<file path="src/rtl/ps_fetch_if.sv">
// ps_fetch_if: instruction-memory request/response bus of the fetch stage.
//   imem_req    : request valid (fetch -> memory)
//   imem_add    : word-aligned request address (fetch -> memory)
//   imem_gnt    : request accepted when imem_req & imem_gnt (memory -> fetch)
//   imem_rvalid : in-order response valid, >=1 cycle after grant (memory -> fetch)
//   imem_data   : response word (memory -> fetch)
// master modport is the fetch stage, slave modport is the memory.
`timescale 1ns/1ps
interface ps_fetch_if;
    logic        imem_req;
    logic [31:0] imem_add;
    logic        imem_gnt;
    logic        imem_rvalid;
    logic [31:0] imem_data;

    modport master (
        output imem_req, imem_add,
        input  imem_gnt, imem_rvalid, imem_data
    );

    modport slave (
        input  imem_req, imem_add,
        output imem_gnt, imem_rvalid, imem_data
    );
endinterface

</file>
<file path="src/rtl/ps_fetch.sv">
// ps_fetch: instruction fetch stage. Generates the fetch PC, issues in-order
// requests to instruction memory, buffers returned words in a DEPTH-entry
// prefetch queue and presents one instruction per cycle to decode.
// Optional static backward-taken/forward-not-taken prediction is compiled in
// when the macro PS_FETCH_BTFN_EN is defined.
// Ports:
//   clk, reset            : clock, asynchronous active-high reset
//   stall_de              : decode cannot accept; hold the output register
//   redirect_en/pc        : execute-stage redirect and its target
//   imem (master)         : instruction memory bus (see ps_fetch_if)
//   pc/instruction        : presented instruction and its address
//   vinst                 : presented instruction is valid
//   pinst                 : presented instruction was predicted taken
`timescale 1ns/1ps
module ps_fetch #(
    parameter logic [31:0] RESET_PC = 32'h0000_0000,
    parameter int unsigned DEPTH    = 4
) (
    input  logic        clk,
    input  logic        reset,
    input  logic        stall_de,
    input  logic        redirect_en,
    input  logic [31:0] redirect_pc,
    ps_fetch_if.master  imem,
    output logic [31:0] pc,
    output logic [31:0] instruction,
    output logic        vinst,
    output logic        pinst
);
    localparam int unsigned PW = $clog2(DEPTH);
    localparam int unsigned CW = PW + 1;
    localparam int unsigned OW = CW + 1;

    logic [31:0]   fetch_pc;
    logic [31:0]   resp_pc;      // address of the next accepted response
    logic [CW-1:0] outstanding;
    logic [CW-1:0] drop_cnt;
    logic [CW-1:0] q_count;
    logic [PW-1:0] q_head;
    logic [PW-1:0] q_tail;
    logic [31:0]   q_pc   [DEPTH];
    logic [31:0]   q_word [DEPTH];
    logic          q_pred [DEPTH];

    logic [OW-1:0] occupancy;
    logic [CW-1:0] out_next;
    logic          grant;
    logic          accept;
    logic          load;
    logic          pop;
    logic          push;
    logic          resp_pred;
    logic [31:0]   pred_target;

    // Every outstanding request owns a queue slot, so a response can
    // always be pushed.
    assign occupancy     = {1'b0, outstanding} + {1'b0, q_count};
    assign imem.imem_req = !reset && !redirect_en && (occupancy < OW'(DEPTH));
    assign imem.imem_add = fetch_pc;

    assign grant    = imem.imem_req && imem.imem_gnt;
    assign out_next = outstanding + CW'(grant) - CW'(imem.imem_rvalid);
    // The response in a redirect cycle belongs to the old path.
    assign accept   = imem.imem_rvalid && !redirect_en && (drop_cnt == '0);
    assign load     = !stall_de || !vinst;
    assign pop      = !redirect_en && load && (q_count != '0);
    // With an empty queue and a loading output, the response bypasses the queue.
    assign push     = accept && !(load && (q_count == '0));

`ifdef PS_FETCH_BTFN_EN
    logic        is_branch;
    logic        is_jal;
    logic [31:0] b_imm;
    logic [31:0] j_imm;

    always_comb begin
        is_branch   = (imem.imem_data[6:0] == 7'b1100011) && imem.imem_data[31];
        is_jal      = (imem.imem_data[6:0] == 7'b1101111);
        b_imm       = {{20{imem.imem_data[31]}}, imem.imem_data[7],
                       imem.imem_data[30:25], imem.imem_data[11:8], 1'b0};
        j_imm       = {{12{imem.imem_data[31]}}, imem.imem_data[19:12],
                       imem.imem_data[20], imem.imem_data[30:21], 1'b0};
        resp_pred   = is_branch || is_jal;
        pred_target = resp_pc + (is_jal ? j_imm : b_imm);
    end
`else
    always_comb begin
        resp_pred   = 1'b0;
        pred_target = '0;
    end
`endif

    always_ff @(posedge clk or posedge reset) begin
        if (reset) begin
            fetch_pc    <= RESET_PC;
            resp_pc     <= RESET_PC;
            outstanding <= '0;
            drop_cnt    <= '0;
            q_count     <= '0;
            q_head      <= '0;
            q_tail      <= '0;
            pc          <= RESET_PC;
            instruction <= '0;
            vinst       <= 1'b0;
            pinst       <= 1'b0;
        end else begin
            outstanding <= out_next;
            if (redirect_en) begin
                fetch_pc    <= redirect_pc;
                resp_pc     <= redirect_pc;
                drop_cnt    <= outstanding - CW'(imem.imem_rvalid);
                q_count     <= '0;
                q_head      <= '0;
                q_tail      <= '0;
                instruction <= '0;
                vinst       <= 1'b0;
                pinst       <= 1'b0;
            end else begin
                if (accept && resp_pred) begin
                    // Everything still in flight (including a grant this
                    // cycle) is on the fall-through path and is discarded.
                    fetch_pc <= pred_target;
                    resp_pc  <= pred_target;
                    drop_cnt <= out_next;
                end else begin
                    if (grant)
                        fetch_pc <= fetch_pc + 32'd4;
                    if (accept)
                        resp_pc <= resp_pc + 32'd4;
                    if (imem.imem_rvalid && (drop_cnt != '0))
                        drop_cnt <= drop_cnt - CW'(1);
                end

                if (push)
                    q_tail <= q_tail + PW'(1);
                if (pop)
                    q_head <= q_head + PW'(1);
                q_count <= q_count + CW'(push) - CW'(pop);

                if (load) begin
                    if (q_count != '0) begin
                        pc          <= q_pc[q_head];
                        instruction <= q_word[q_head];
                        pinst       <= q_pred[q_head];
                        vinst       <= 1'b1;
                    end else if (accept) begin
                        pc          <= resp_pc;
                        instruction <= imem.imem_data;
                        pinst       <= resp_pred;
                        vinst       <= 1'b1;
                    end else begin
                        instruction <= '0;
                        pinst       <= 1'b0;
                        vinst       <= 1'b0;
                    end
                end
            end
        end
    end

    // Queue storage needs no reset; validity is carried by q_count.
    always_ff @(posedge clk) begin
        if (push) begin
            q_pc[q_tail]   <= resp_pc;
            q_word[q_tail] <= imem.imem_data;
            q_pred[q_tail] <= resp_pred;
        end
    end
endmodule

</file>
<file path="src/flat_wrapper.sv">
// flat-port wrapper written by rule: the top's interface ports become plain ports
module ps_fetch_flat 
#(
    parameter logic [31:0] RESET_PC = 32'h0000_0000,
    parameter int unsigned DEPTH    = 4
)
  (clk, reset, stall_de, redirect_en, redirect_pc, pc, instruction, vinst, pinst, imem_imem_req, imem_imem_add, imem_imem_gnt, imem_imem_rvalid, imem_imem_data);
  ps_fetch_if imem_i ();
  input  logic clk;
  input  logic reset;
  input  logic stall_de;
  input  logic redirect_en;
  input  logic [31:0] redirect_pc;
  output logic [31:0] pc;
  output logic [31:0] instruction;
  output logic vinst;
  output logic pinst;
  output wire logic [$bits(imem_i.imem_req)-1:0] imem_imem_req;
  output wire logic [$bits(imem_i.imem_add)-1:0] imem_imem_add;
  input wire logic [$bits(imem_i.imem_gnt)-1:0] imem_imem_gnt;
  input wire logic [$bits(imem_i.imem_rvalid)-1:0] imem_imem_rvalid;
  input wire logic [$bits(imem_i.imem_data)-1:0] imem_imem_data;
  assign imem_imem_req = imem_i.imem_req;
  assign imem_imem_add = imem_i.imem_add;
  assign imem_i.imem_gnt = imem_imem_gnt;
  assign imem_i.imem_rvalid = imem_imem_rvalid;
  assign imem_i.imem_data = imem_imem_data;
  ps_fetch #(.RESET_PC(RESET_PC), .DEPTH(DEPTH)) u_core (.clk(clk), .reset(reset), .stall_de(stall_de), .redirect_en(redirect_en), .redirect_pc(redirect_pc), .imem(imem_i), .pc(pc), .instruction(instruction), .vinst(vinst), .pinst(pinst));
endmodule
</file>
<file path="config.mk">
export PLATFORM = sky130hd
export DESIGN_NAME = ps_fetch_flat
export DESIGN_NICKNAME = d
export VERILOG_FILES = /design/src/rtl/ps_fetch_if.sv /design/src/rtl/ps_fetch.sv /design/src/flat_wrapper.sv
export SDC_FILE = /design/constraint.sdc
export NUM_CORES = 1
export LEC_CHECK = 0
export BUFFER_PORTS_ARGS = -buffer_cell sky130_fd_sc_hd__buf_2
export CORE_AREA = 2 2 187 189
export DETAILED_ROUTE_END_ITERATION = 8
export DIE_AREA = 0 0 189 191
export PLACE_DENSITY = 0.67
export RECOVER_POWER = 50
export SLEW_MARGIN = 20
export SYNTH_ARGS = -nofsm -noshare
export SYNTH_HDL_FRONTEND = slang
export SYNTH_SLANG_ARGS = --single-unit
export TNS_END_PERCENT = 10
</file>
<file path="constraint.sdc">
create_clock -name clk -period 5.3 [get_ports clk]
set_input_delay 1.06 -clock clk [delete_from_list [all_inputs] [get_ports clk]]
set_output_delay 1.06 -clock clk [all_outputs]
set_load 0.02 [all_outputs]
</file>
## Word level (Yosys, flattened, before mapping)

Memory sizes are Yosys's and may differ from the RTL's.
Index checks and enable logic that the tools add are counted.

- Memories: 2
- Bits in writable memories: 256
- Bits in latches: 0
- Output and inout port bits: 99
- Flip-flop bits (word level): 143
- Bits in read-only memories: 0
- Word-level logic and storage cells: 80
- Bits of input ports: 70

Memories:

| name | depth | width | rd ports | clocked after Yosys merged registers in | write ports | line | RTL |
|---|---|---|---|---|---|---|---|
| u_core.q_pc | 4 | 32 | 1 | 0 | 1 | ps_fetch.sv:41 | `logic [31:0] q_pc [DEPTH];` |
| u_core.q_word | 4 | 32 | 1 | 0 | 1 | ps_fetch.sv:42 | `logic [31:0] q_word [DEPTH];` |

- Multiplexer cells: 26
- Divide/modulo/power cells: 0
- Bitwise operators: 1
- Shifts and indexed selects: 0
- Add/sub/neg operators: 11
- $mul: 0
- Equal/unequal tests: 0
- Reductions and logical operators: 28
- $lt $le $gt $ge: 1

Operators with widths:

| operator | number |
|---|---|
| 2-to-1 mux 32 bit | 10 |
| adder 32 x 3 -> 32 bit (second input constant) | 2 |
| nonzero test 2 bit | 7 |
| logical AND 1 bit | 10 |
| 2-to-1 mux 1 bit | 9 |
| 2-to-1 mux 3 bit | 3 |
| subtractor 3 x 1 -> 3 bit | 3 |
| 2-to-1 mux 2 bit | 4 |
| adder 3 x 1 -> 3 bit | 2 |
| logical NOT 3 bit | 2 |
| nonzero test 3 bit | 2 |
| logical NOT 1 bit | 5 |
| adder 2 x 1 -> 2 bit (second input constant) | 2 |
| adder 3 x 3 -> 4 bit | 1 |
| less-than comparator 4 x 3 -> 1 bit (second input constant) | 1 |
| AND reduction 3 bit | 1 |
| subtractor 3 x 1 -> 3 bit (second input constant) | 1 |
| logical OR 1 bit | 1 |
| inverter 1 bit | 1 |

## Depth between registers and ports, before layout

- Word-level depth: 8
- Depth in mapped cells: 12

## Worst setup path before layout

No wires, ideal clock.

- Path kind: input to register
- Start point: in imem_imem_rvalid
- End point: mem u_core.q_pc[0][0], enable pin
- Slack: 1.608 ns
- Setup time: 0.429 ns
- Arrival: 3.263 ns
- Stages: 3
- Buffers on the path: 0
- Cell sequence: nand3b_1 -> a211oi_2 -> and2_1

- Word-level cells in the longest chain between the ends: 5

Ends and longest elaborated chain:

| what | line | RTL |
|---|---|---|
| start, declared | flat_wrapper.sv:21 | `input wire logic [$bits(imem_i.imem_rvalid)-1:0] imem_imem_rvalid;` |
| logical AND 1 bit (2 in series) | ps_fetch.sv:64 | `assign accept = imem.imem_rvalid && !redirect_en && (drop_cnt == '0);` |
| logical AND 1 bit | ps_fetch.sv:68 | `assign push = accept && !(load && (q_count == '0));` |
| 2-to-1 mux 1 bit | ps_fetch.sv:163 | `if (push) begin` |
| 2-to-1 mux 1 bit (not written as such) | ps_fetch.sv:164 | `q_pc[q_tail] <= resp_pc;` |
| end, declared | ps_fetch.sv:41 |  |

No other way between the ends.

==> metrics.cfg <==
[yosys]
synth_edf_count = 256
avgSynthCellArea_um2 = 15.0
synth_nets = 1185
synth_top_area_share_pct = 46.8
yosysWarnings = 0
synth_area_um2 = 16400
yosysSeqAreaShare_pct = 68.5
synthFlopType = edfxtp_1
ys_async_sr_fraction_pct = 35.7
synth_commonest_cells = edfxtp_1 (256), dfrtp_1 (142), nand2_1 (115)
ys_seq_elements = 398
synth_area_leaders = edfxtp_1 (47%), dfrtp_1 (22%), mux4_2 (8.8%)
synth_top_area_cell = edfxtp_1
yosysMostFrequentCell = edfxtp_1
synth_cells = 1097
synth_cell_types = 57

[clock_tree]
clkLatencyLatePin_ns = 0.54
root_buffer = clkbuf_16
holdBufCountCts = 0
cts_sinks = 398
cts_tree = built
cts_made_buffers = 41
ctsLongestPathBuffers = 3
cts_repair_resize_count = 0
h-tree-depth = 2
post_cts_buffers = 0
path_clk_slew_ns = 0.06

[sta]
skew_ns = 0.0159
hold_violations = 0
slew_viol_final = 84
max_freq_ghz = 0.288
relSlewSlack_pct = -59.9
worst_pin_slew_ns = 2.38
grt_setup_unrepaired = false
min_period_over_period_pct = 65.5
setup_tns_ns = 0
setup_violations = 0
worst_slack_ns = 1.83
min_period_ns = 3.47

[floorplanning]
initial_utilization_pct = 48.1
die_x_um = 189
core_area_um2 = 34100
num_rows = 68
io_pins = 169
die-area_um2 = 36100
dieHeight_um = 191

[routing]
ant_nets = 0
drc_errors = 0
drt_wl_total_um = 36100
drt-initial-drc-count = 766
routed-via-count = 10000
vias_per_cell = 5.70
first_pass_iters = 5
wire_per_inst_um = 20.6

[critical_path]
crit_fanout = 52
critical-path-top-delay-family = buffers and inverters
max_stage_delay_ns = 1.36
cp-start-kind = input port
cp.arrival_ns = 3.75
critical_path_buf_inv_count = 3
cp_slowest_cell = clkinvlp_2
worstSetupEndpointType = async pin
crit_required_ns = 5.58
cp_cell_sequence = clkbuf_1 -> clkinvlp_2 -> clkbuf_2
path_class = input port to async pin

[layout]
final_area_um2 = 19000
drive_gt1_share_pct = 21.8
final_core_util_pct = 55.8
fin_nets = 1356
diodes = 0
synthToLayoutAreaGrowth_pct = 15.9
fin_cells = 1756

[grt]
grt_pass1_vias = 10100
grt_max_degree = 67
grt_overflow = 0
grt_pass1_wl_um = 57100
antenna_found_initial = 0
track_usage_pct = 20.5

[pwr]
vdd.ir_drop.worst_uv = 260
p_leak_nw = 6.81
p_per_area_nw_per_um2 = 473

[placement]
dpl.hpwl_um = 22200
place.gp.congestion = 0.901
portBuffers = 167
place_ws_ns = 1.58
placed_cell_area_um2 = 17800
dp.cells = 1679

[run_status]
failed_checks = capacitance limit, slew limit
status = finished with violations

[run]
max_cap_viol_count = 2

[hold_path]
hold_path.class = flop to flop

-- sequential cells by signal, indices dropped and copies added, names as in the netlist, 2 cells and up --
| register | flops |
|---|---|
| u_core.outstanding | 3 |
| u_core.resp_pc | 32 |
| u_core.pc | 32 |
| u_core.instruction | 32 |
| u_core.q_count | 3 |
| u_core.q_head | 2 |
| u_core.q_word | 128 |
| u_core.imem.imem_add | 32 |
| u_core.q_tail | 2 |
| u_core.q_pc | 128 |
| u_core.drop_cnt | 3 |
-- layer usage --
layer  global-route usage (%)  up-vias  part of all wire, %
li1                         -     4531                    -
met1                     29.2     5062                   44
met2                     32.7      373                   48
met3                     3.67       46                  6.5
met4                     5.35        0                  1.8
met5                        0        -                    0
-- tightest hold or removal path, cell delays in order, from the launching register on --
cell,delay (ns)
dfrtp_1,0.34
nand2_1,0.05
o21ai_0,0.06
-- final timing paths --
check                      slack, ns                                  end  cells after the start                               start
max                             1.83         u_core.q_head[1]$_DFFE_PP0P_                      3                               reset
min                             0.48   u_core.instruction[20]$_DFFE_PP0P_                      2  u_core.instruction[20]$_DFFE_PP0P_
max reg2reg                     1.87          u_core.q_pc[2][0]$_DFFE_PP_                      6      u_core.drop_cnt[0]$_DFFE_PP0P_
min reg2reg                     0.48   u_core.instruction[20]$_DFFE_PP0P_                      2  u_core.instruction[20]$_DFFE_PP0P_
max in group clk                1.87          u_core.q_pc[2][0]$_DFFE_PP_                      6      u_core.drop_cnt[0]$_DFFE_PP0P_
min in group asynchronous       1.20  u_core.imem.imem_add[3]$_DFFE_PP0P_                      2                               reset
-- final cells by class --
cell class,count,area [µm²]
multi-input combinational,612,4860
clock buffer,52,1100
sequential,398,11200
tap,455,569
clock inverter,24,220
inverter,31,118
fill,2813,15100
timing repair buffer,184,913
-- cells by family (layout without fill, tap and decap cells) --
kind of cell	Yosys count	count (layout)	share of synthesized area, %
flops	398	398	68.5
simple gates	267	267	8.20
compound gates	204	204	7.67
buf+inv	87	291	2.15
mux	78	78	9.69
xor+xnor	44	44	2.35
fa+ha+maj	18	18	1.46
other cells	1	1	0.0228
-- cell usage in the layout, fill, tap and decap left out, drive strengths merged, types with 16 or more instances in the layout --
cell type / count
nand4: 19
a22oi: 32
edfxtp: 256
o22ai: 23
dfrtp: 142
nor2: 53
o21ai: 67
mux4: 64
a21oi: 32
nand3: 30
buf: 118
xnor2: 20
ha: 16
nand2: 115
xor2: 24
clkbuf: 118
inv: 33
o211ai: 16
-- report_power, final --
| group | leakage [nW] | switching [mW] | internal (mW) |
|---|---|---|---|
| sequential | 4.04 | 0.364 | 3.67 |
| combinational | 2.13 | 1.32 | 0.840 |
| clock | 0.639 | 1.17 | 1.63 |
| total | 6.81 | 2.86 | 6.14 |
-- through the flow --
stage / hold WS (ns) / total power, mW
detailed placement: 0.466 / 6.29
global route: 0.500 / 9.45
finish: 0.479 / 9.00
global placement: 0.455 / 6.25
CTS: 0.479 / 9.12
floorplan: 0.496 / 5.52
(Power assumes the default switching activity.)
